### config.mk
export PLATFORM = sky130hd
export DESIGN_NAME = buck_gate_ctrl
export DESIGN_NICKNAME = d
export VERILOG_FILES = /design/src/rtl/buck_gate_ctrl_pkg.sv /design/src/rtl/deadtime_gen.sv /design/src/rtl/buck_gate_ctrl.sv
export SDC_FILE = /design/constraint.sdc
export NUM_CORES = 1
export LEC_CHECK = 0
export BUFFER_PORTS_ARGS = -buffer_cell sky130_fd_sc_hd__buf_2
export CAP_MARGIN = 25
export CELL_PAD_IN_SITES_DETAIL_PLACEMENT = 0
export CELL_PAD_IN_SITES_GLOBAL_PLACEMENT = 2
export CORE_ASPECT_RATIO = 1.5
export CORE_UTILIZATION = 42
export DETAILED_ROUTE_END_ITERATION = 8
export PLACE_DENSITY = 0.95
export RECOVER_POWER = 100
export SETUP_SLACK_MARGIN = 0.05
export SKIP_CTS_REPAIR_TIMING = 1
export SLEW_MARGIN = 20
export SYNTH_ARGS = -nofsm -noshare
export SYNTH_HDL_FRONTEND = slang
export SYNTH_SLANG_ARGS = --single-unit
### constraint.sdc
create_clock -name clk -period 11.8 [get_ports clk]
set_clock_uncertainty 0.15 [all_clocks]
set_input_delay 3.54 -clock clk [delete_from_list [all_inputs] [get_ports clk]]
set_output_delay 3.54 -clock clk [all_outputs]
set_load 0.02 [all_outputs]
### src/rtl/buck_gate_ctrl_pkg.sv
// Shared types, default widths and the ramp saturation helper for the
// buck gate-drive controller.
package buck_gate_ctrl_pkg;

  localparam int CNT_W_DEF = 16;
  localparam int DT_W_DEF  = 8;

  typedef enum logic [1:0] {
    IDLE       = 2'd0,
    SOFT_START = 2'd1,
    RUN        = 2'd2,
    FAULT      = 2'd3
  } state_t;

  // min(a + b, lim) with a carry bit so the sum never wraps.
  function automatic logic [31:0] sat_add_min(input logic [31:0] a,
                                              input logic [31:0] b,
                                              input logic [31:0] lim);
    logic [32:0] sum;
    sum = {1'b0, a} + {1'b0, b};
    if (sum > {1'b0, lim}) return lim;
    return sum[31:0];
  endfunction

endpackage

### src/rtl/deadtime_gen.sv
// Turns the raw gate into two non-overlapping switch commands, holding both
// low for dt_q cycles after every gate edge.
module deadtime_gen
  import buck_gate_ctrl_pkg::*;
#(
  parameter int DT_W = DT_W_DEF
) (
  input  logic            clk,
  input  logic            rst,
  input  logic            g,
  input  logic            active,
  input  logic [DT_W-1:0] dt_q,
  output logic            sw1,
  output logic            sw2
);

  logic            g_prev_q, g_prev_d;
  logic [DT_W-1:0] dt_cnt_q, dt_cnt_d;
  logic            sw1_q, sw1_d;
  logic            sw2_q, sw2_d;
  logic [DT_W-1:0] dt_eff;
  logic            settled;

  always_comb begin
    g_prev_d = g;
    // An edge restarts the count in the same cycle so the first both-off
    // cycle lands immediately after the edge.
    dt_eff   = (g != g_prev_q) ? '0 : dt_cnt_q;
    settled  = (dt_eff >= dt_q);
    dt_cnt_d = settled ? dt_eff : dt_eff + 1'b1;
    sw1_d    = g & settled;
    sw2_d    = ~g & settled & active;
  end

  always_ff @(posedge clk or posedge rst) begin
    if (rst) begin
      g_prev_q <= 1'b0;
      dt_cnt_q <= '0;
      sw1_q    <= 1'b0;
      sw2_q    <= 1'b0;
    end else begin
      g_prev_q <= g_prev_d;
      dt_cnt_q <= dt_cnt_d;
      sw1_q    <= sw1_d;
      sw2_q    <= sw2_d;
    end
  end

  assign sw1 = sw1_q;
  assign sw2 = sw2_q;

endmodule

### src/rtl/buck_gate_ctrl.sv
// Complementary PWM gate controller: period counter, soft-start duty ramp,
// shadowed settings and latched fault shutdown feeding the dead-time stage.
module buck_gate_ctrl
  import buck_gate_ctrl_pkg::*;
#(
  parameter int CNT_W = CNT_W_DEF,
  parameter int DT_W  = DT_W_DEF
) (
  input  logic             clk,
  input  logic             rst,
  input  logic             en,
  input  logic [CNT_W-1:0] period,
  input  logic [CNT_W-1:0] duty,
  input  logic [DT_W-1:0]  dead_time,
  input  logic [CNT_W-1:0] ss_step,
  input  logic             fault,
  output logic             sw1,
  output logic             sw2,
  output logic             cycle_start,
  output logic             ss_done,
  output logic [1:0]       state
);

  state_t           state_q, state_d;
  logic [CNT_W-1:0] cnt_q, cnt_d;
  logic [CNT_W-1:0] ramp_q, ramp_d;
  logic [CNT_W-1:0] period_q, period_d;
  logic [CNT_W-1:0] duty_q, duty_d;
  logic [DT_W-1:0]  dt_q, dt_d;

  logic [CNT_W-1:0] period_in, duty_in, step_in, d_eff;
  logic             running, wrap, active, g;

  always_comb begin
    period_in = (period < CNT_W'(2)) ? CNT_W'(2) : period;
    duty_in   = (duty > period_in) ? period_in : duty;
    step_in   = (ss_step == '0) ? CNT_W'(1) : ss_step;
    running   = (state_q == SOFT_START) || (state_q == RUN);
    wrap      = running && (cnt_q == period_q - CNT_W'(1));
    d_eff     = (state_q == RUN) ? duty_q : ramp_q;
    // Gating with the leave conditions drops both switches on the same edge
    // that the FSM leaves the active states.
    active    = running && en && !fault;
    g         = active && (cnt_q < d_eff);
  end

  always_comb begin
    state_d  = state_q;
    cnt_d    = cnt_q;
    ramp_d   = ramp_q;
    period_d = period_q;
    duty_d   = duty_q;
    dt_d     = dt_q;
    if (fault) begin
      state_d = FAULT;
      cnt_d   = '0;
    end else begin
      case (state_q)
        FAULT: begin
          cnt_d = '0;
          if (!en) state_d = IDLE;
        end
        IDLE: begin
          cnt_d = '0;
          if (en) begin
            state_d  = SOFT_START;
            period_d = period_in;
            duty_d   = duty_in;
            dt_d     = dead_time;
            ramp_d   = CNT_W'(sat_add_min(32'd0, 32'(step_in), 32'(duty_in)));
          end
        end
        default: begin
          if (!en) begin
            state_d = IDLE;
            cnt_d   = '0;
          end else if (wrap) begin
            cnt_d    = '0;
            period_d = period_in;
            duty_d   = duty_in;
            dt_d     = dead_time;
            if (state_q == SOFT_START) begin
              if (ramp_q >= duty_q) state_d = RUN;
              ramp_d = CNT_W'(sat_add_min(32'(ramp_q), 32'(step_in), 32'(duty_in)));
            end
          end else begin
            cnt_d = cnt_q + CNT_W'(1);
          end
        end
      endcase
    end
  end

  always_ff @(posedge clk or posedge rst) begin
    if (rst) begin
      state_q  <= IDLE;
      cnt_q    <= '0;
      ramp_q   <= '0;
      period_q <= '0;
      duty_q   <= '0;
      dt_q     <= '0;
    end else begin
      state_q  <= state_d;
      cnt_q    <= cnt_d;
      ramp_q   <= ramp_d;
      period_q <= period_d;
      duty_q   <= duty_d;
      dt_q     <= dt_d;
    end
  end

  deadtime_gen #(.DT_W(DT_W)) u_deadtime (
    .clk    (clk),
    .rst    (rst),
    .g      (g),
    .active (active),
    .dt_q   (dt_q),
    .sw1    (sw1),
    .sw2    (sw2)
  );

  assign cycle_start = running && (cnt_q == '0);
  assign ss_done     = (state_q == RUN);
  assign state       = state_q;

endmodule

==> results by group, run 1 <==
Clocking
  – Clk slew on worst S/H paths: 0.07 ns
  – Htree depth: 3
  – Clock buffers created by TritonCTS: 9
  – CTS root buf: clkbuf_16
  – Clock tree buffer depth: 2
  – Worst-Skew Late Latency: 0.34 ns
  – CTS tree: done
  – CTS Sinks: 85

Timing
  – F_max: 101 MHz
  – Period utilization: 83.6%
  – Min Clock Period, post-route: 9.87 ns
  – Final hold vios: 0
  – Normalized max-slew margin: -113%
  – Worst slew pin tran: 3.19 ns
  – RSZ-0062 raised after global routing: no
  – Slew Viols, Final: 100
  – Setup TNS: 0 ns
  – Final number of setup-violating endpoints: 0

Logic synthesis
  – Synth unique cells: 69
  – Number of enable flip-flop cells after synthesis: 0
  – Post-Syn Nets: 1096
  – Number of synthesized register bits: 85
  – Mapped Cells: 925
  – Predominant post-synthesis flop cell: dfrtp_1
  – Top cells by area, synth: dfrtp_1 (26%), ha_1 (17%), mux2i_1 (5.6%), mux2_4 (4.6%), inv_1 (3.8%)
  – Syn_area_per_cell: 8.92 µm²
  – Async SR Flop Fraction: 100%
  – Synth warnings: 0
  – Cell Area, Synth: 8250 µm²
  – Register area share after synthesis: 25.8%
  – Largest area contributor in the netlist: dfrtp_1
  – Post-synth top area share: 25.8%

Floorplanning
  – Initial Util: 43.0%
  – Floorplan die width: 116 µm
  – FP Rows: 62
  – Die footprint: 20200 µm²
  – Chip Height: 174 µm
  – Placeable Area: 19200 µm²
  – Num ports: 66

Global routing
  – Gr ovfl total: 0
  – Total GRT Usage: 24.8%
  – Vias in the first global route: 7327
  – Initial antenna violation count: 0
  – Largest net degree at the start of global routing: 57
  – First-pass GRT wire length: 38100 µm

Outcome
  – Failing checks: capacitance limit, slew limit
  – Outcome: finished, violations left

Route
  – Routed Antenna Nets: 0
  – Initial DRC count: 453
  – Vias per Instance: 5.83
  – DRC: 0
  – 1st-pass router iterations: 4
  – DR WL/cell: 19.6 µm
  – Routed vias: 7145
  – Drt total wl: 24000 µm

Placement
  – Port bufs: 65
  – Post-DP HPWL: 19400 µm
  – Final GP Congestion: 0.926
  – Post-placement cell area: 8720 µm²

Final layout
  – Most frequent cells in the layout: ha_1 (110), dfrtp_1 (85), inv_1 (82)
  – ANT cells: 0
  – Area grow syn2layout: 8.10%
  – Finished Cell Area: 8910 µm²
  – Fin nets: 1135
  – Layout cells sized above 1: 11.4%
  – Commonest non-fill, non-tap cell in the layout: ha_1

Critical path
  – Crit path max fanout: 11
  – Critical Path Source Type: input pin
  – Worst EP arrival: 9.95 ns
  – Setup CP Type: input pin to register
  – Critical path endpoint category: register
  – Req. time, crit path: 11.88 ns

Power and ir drop
  – VDD IR max: 0.104 mV
  – Cell Pwr Density: 195 nW/µm²
  – Leakage: 4.14 nW

Hold path
  – Hold crit path type: register to register

Job
  – Number of max-cap violations: 3
## cell families after synthesis
| family | share of synthesized area (%) |
|---|---|
| buffers and inverters | 6.52 |
| adders and majority gates | 16.9 |
| DFF | 25.8 |
| AOI/OAI and AO/OA | 17.2 |
| and+or+nand+nor | 17.0 |
| muxes | 11.5 |
| xor gates and xnor gates | 5.10 |
## power by group
part           switching [mW]  internal, mW
Clock                   0.123         0.171
Sequential             0.0879         0.364
Combinational           0.569         0.423
Total                   0.781         0.958
## area by class of cell
class / count / area, µm²
Clock buffer: 10 / 239
Multi-Input combinational cell: 712 / 5490
Timing Repair Buffer: 73 / 357
Tap cell: 256 / 320
Fill cell: 1920 / 10200
Inverter: 83 / 313
Clock inverter: 6 / 71.3
Sequential cell: 85 / 2130
## registers in the layout, summed over array words and instances (netlist names)
signal	cells
cnt_q	16
duty_q	16
period_q	16
ramp_q	16
dt_q	8
u_deadtime.dt_cnt_q	8
state	2
u_deadtime.g_prev_q	1
u_deadtime.sw1	1
u_deadtime.sw2	1
## Yosys cell counts (4+ instances only)
cell      number
ha_1         110
dfrtp_1       85
inv_1         83
o21ai_0       58
nor2_1        57
mux2i_1       46
a21oi_1       42
nand2_1       38
clkbuf_1      37
nand3_1       28
o211ai_1      27
mux2_4        25
xnor2_1       25
xor2_1        23
nor3_1        22
and3_1        19
nor4_1        16
or3_1         14
a21o_1        12
nand2b_1      12
a31oi_1       10
mux2_2        10
nand4_1       10
nor2b_1       10
a311oi_1       6
and2_1         6
a211oi_1       5
o31ai_1        5
or4_1          5
a21boi_0       4
a221o_1        4
a41oi_1        4
o21bai_1       4
o41ai_1        4
or2_2          4
## path summary, 6_finish.rpt
kind | from | to | slack (ns) | cells after the start
max | period[4] | ramp_q[9] | 1.93 | 21
max in group asynchronous | rst | ramp_q[7] | 4.62 | 3
min reg2reg | dt_q[6] | dt_q[6] | 0.34 | 1
min | dt_q[6] | dt_q[6] | 0.34 | 1
min in group asynchronous | rst | dt_q[5] | 3.32 | 2
max reg2reg | period_q[0] | period_q[9] | 5.71 | 10
## through the flow
step | util (%) | worst slack [ns] | hold WS, ns | cells | power (mW)
6_report | 46.5 | 1.93 | 0.345 | 1225 | 1.74
2_1_floorplan | - | 3.33 | 0.332 | 925 | 1.18
4_1_cts | 47.1 | 2.89 | 0.367 | 1224 | 1.76
3_3_place_gp | 45.5 | 2.64 | 0.348 | 1208 | 1.45
3_5_place_dp | 45.5 | 2.53 | 0.346 | 1208 | 1.46
5_1_grt | 46.5 | 1.38 | 0.386 | 1225 | 1.89
## per-layer routing
metal  vias up  wire length [µm]  GRT usage [%]
li1       3468                 -              -
met1      3444             10100           29.6
met2       183             12300           44.1
met3        50               823           2.76
met4         0               798           10.1
met5         -                 0              0
## worst max-delay path: stages
cell and delay, ns:
clkbuf_1 0.11, nor4_1 0.40, a41oi_1 0.24, ha_1 0.24, nor2b_1 0.14, a21oi_1 0.05, o21ai_0 0.18, nand3_1 0.12
a21boi_0 0.90, clkbuf_1 0.58, mux2i_1 0.74, ha_1 0.27, nand2_1 0.08, nor4_1 0.39, o2bb2ai_1 0.17, a31oi_1 0.06
or2_2 0.34, nor3_1 0.35, clkbuf_1 0.51, o21ai_0 0.18, a221o_1 0.34
Note: power is estimated with default switching activity, not from simulation.
==> run 2: changes to the inputs <==
Settings changed: CORE_UTILIZATION 42 to 35, PLACE_DENSITY 0.95 to 0.87.
Clock period 11.8 ns to 8.6 ns, I/O delays scaled along.
==> results by group, run 2 (synthesized netlist as in run 1, its figures left out) <==
Outcome
  – Outcome: finished, violations left
  – Failing checks: capacitance limit, slew limit

Timing
  – RSZ-0062 raised after global routing: no
  – Normalized max-slew margin: -117%
  – F_max: 126 MHz
  – Min Clock Period, post-route: 7.95 ns
  – Final hold vios: 0
  – Setup TNS: 0 ns
  – Worst slew pin tran: 3.25 ns
  – Slew Viols, Final: 101
  – Period utilization: 92.5%
  – Final number of setup-violating endpoints: 0

Floorplanning
  – Die footprint: 24200 µm²
  – Floorplan die width: 127 µm
  – Placeable Area: 23100 µm²
  – Chip Height: 190 µm
  – Initial Util: 35.8%
  – Num ports: 66
  – FP Rows: 68

Critical path
  – Worst EP arrival: 8.02 ns
  – Critical Path Source Type: input pin
  – RR Startpoint: period_q[0]
  – Setup CP Type: input pin to register
  – CP Launch Point: ss_step[15]
  – Crit path max fanout: 7
  – Critical path endpoint category: register
  – Req. time, crit path: 8.66 ns

Power and ir drop
  – Cell Pwr Density: 265 nW/µm²
  – Leakage: 4.19 nW
  – VDD IR max: 0.116 mV

Final layout
  – Final Util: 39.1%
  – Finished Layout Cells: 1289
  – Finished Cell Area: 9020 µm²
  – Layout cells sized above 1: 12.3%
  – Most frequent cells in the layout: ha_1 (110), dfrtp_1 (85), inv_1 (82)
  – ANT cells: 0
  – Area grow syn2layout: 9.36%
  – Fin nets: 1142
  – Commonest non-fill, non-tap cell in the layout: ha_1

Placement
  – Post-DP HPWL: 20200 µm
  – Port bufs: 65
  – Final GP Congestion: 0.891
  – Placed insts: 1275
  – Post-placement cell area: 8860 µm²

Clocking
  – CTS Sinks: 85
  – Clock buffers created by TritonCTS: 9
  – CTS tree: done
  – Htree depth: 3
  – Clock tree buffer depth: 2
  – CTS root buf: clkbuf_16
  – Clk slew on worst S/H paths: 0.06 ns
  – Worst-Skew Late Latency: 0.36 ns

Route
  – Routed Antenna Nets: 0
  – Routed vias: 7131
  – DRC: 0
  – Vias per Instance: 5.53
  – DR WL/cell: 19.4 µm
  – Met1 Wirelength: 10800 µm
  – Initial DRC count: 387
  – 1st-pass router iterations: 7
  – Drt total wl: 25000 µm
  – Met3 WL: 592 µm
  – DR WL met2: 12800 µm
  – Top layer in use: met4

Hold path
  – Worst Hold Launch: dt_q[1]
  – Hold crit path type: register to register

Global routing
  – Largest net degree at the start of global routing: 58
  – Initial antenna violation count: 0
  – First-pass GRT wire length: 39900 µm
  – Vias in the first global route: 7412
  – Gr ovfl total: 0
  – Total GRT Usage: 21.6%

Job
  – Number of max-cap violations: 3
-- run 2: worst max-delay path, cell delays in order --
cell and delay, ns:
buf_2 0.14, nor3_1 0.10, a41oi_1 0.34, inv_1 0.08, ha_1 0.22, fa_1 0.43
a211oi_1 0.29, o21ai_0 0.19, a311oi_1 0.24, clkbuf_1 0.23, o211ai_1 0.17, a31oi_1 0.22
xor2_1 0.22, inv_1 0.07, ha_1 0.29, nand2_1 0.08, nor4_1 0.39, o2bb2ai_1 0.17
a31oi_1 0.07, or2_2 0.34, nor3_1 0.54, buf_4 0.30, mux2i_1 0.21, o211ai_1 0.10
-- run 2: final timing paths --
| kind | end | slack [ns] | depth (start not counted) |
|---|---|---|---|
| max reg2reg | dt_q[3] | 1.28 | 10 |
| max in group asynchronous | period_q[12] | 2.31 | 3 |
| max | ramp_q[5] | 0.65 | 24 |
| min | dt_q[1] | 0.34 | 1 |
| min in group asynchronous | dt_q[6] | 2.35 | 2 |
| min reg2reg | dt_q[1] | 0.34 | 1 |
-- run 2: layout make-up --
class | instances | area, µm²
clock buffer | 12 | 246
timing repair buffer | 80 | 414
tap | 315 | 394
sequential | 85 | 2130
fill | 2339 | 14000
inverter | 83 | 313
multi-input combinational | 712 | 5490
clock inverter | 2 | 35.0
-- run 2: power by group --
group          internal [mW]  switching, mW  leakage (nW)
Combinational          0.591          0.786          2.99
Sequential             0.500          0.123          1.06
Clock                  0.230          0.162         0.139
-- run 2: stage by stage --
| stage | setup slack, ns | power (mW) | hold WS, ns |
|---|---|---|---|
| final | 0.649 | 2.39 | 0.335 |
| after global routing | 0.344 | 2.58 | 0.348 |
| after CTS | 0.741 | 2.42 | 0.366 |
| after detailed placement | 0.399 | 2.02 | 0.342 |
| after global placement | 0.505 | 2.01 | 0.347 |
| after floorplan | 1.09 | 1.63 | 0.332 |
-- run 2: routing by layer --
layer,vias up,global-route usage [%]
met5,-,0
met4,0,9.98
met3,42,2.14
met2,122,38.9
met1,3499,25.4
li1,3468,-
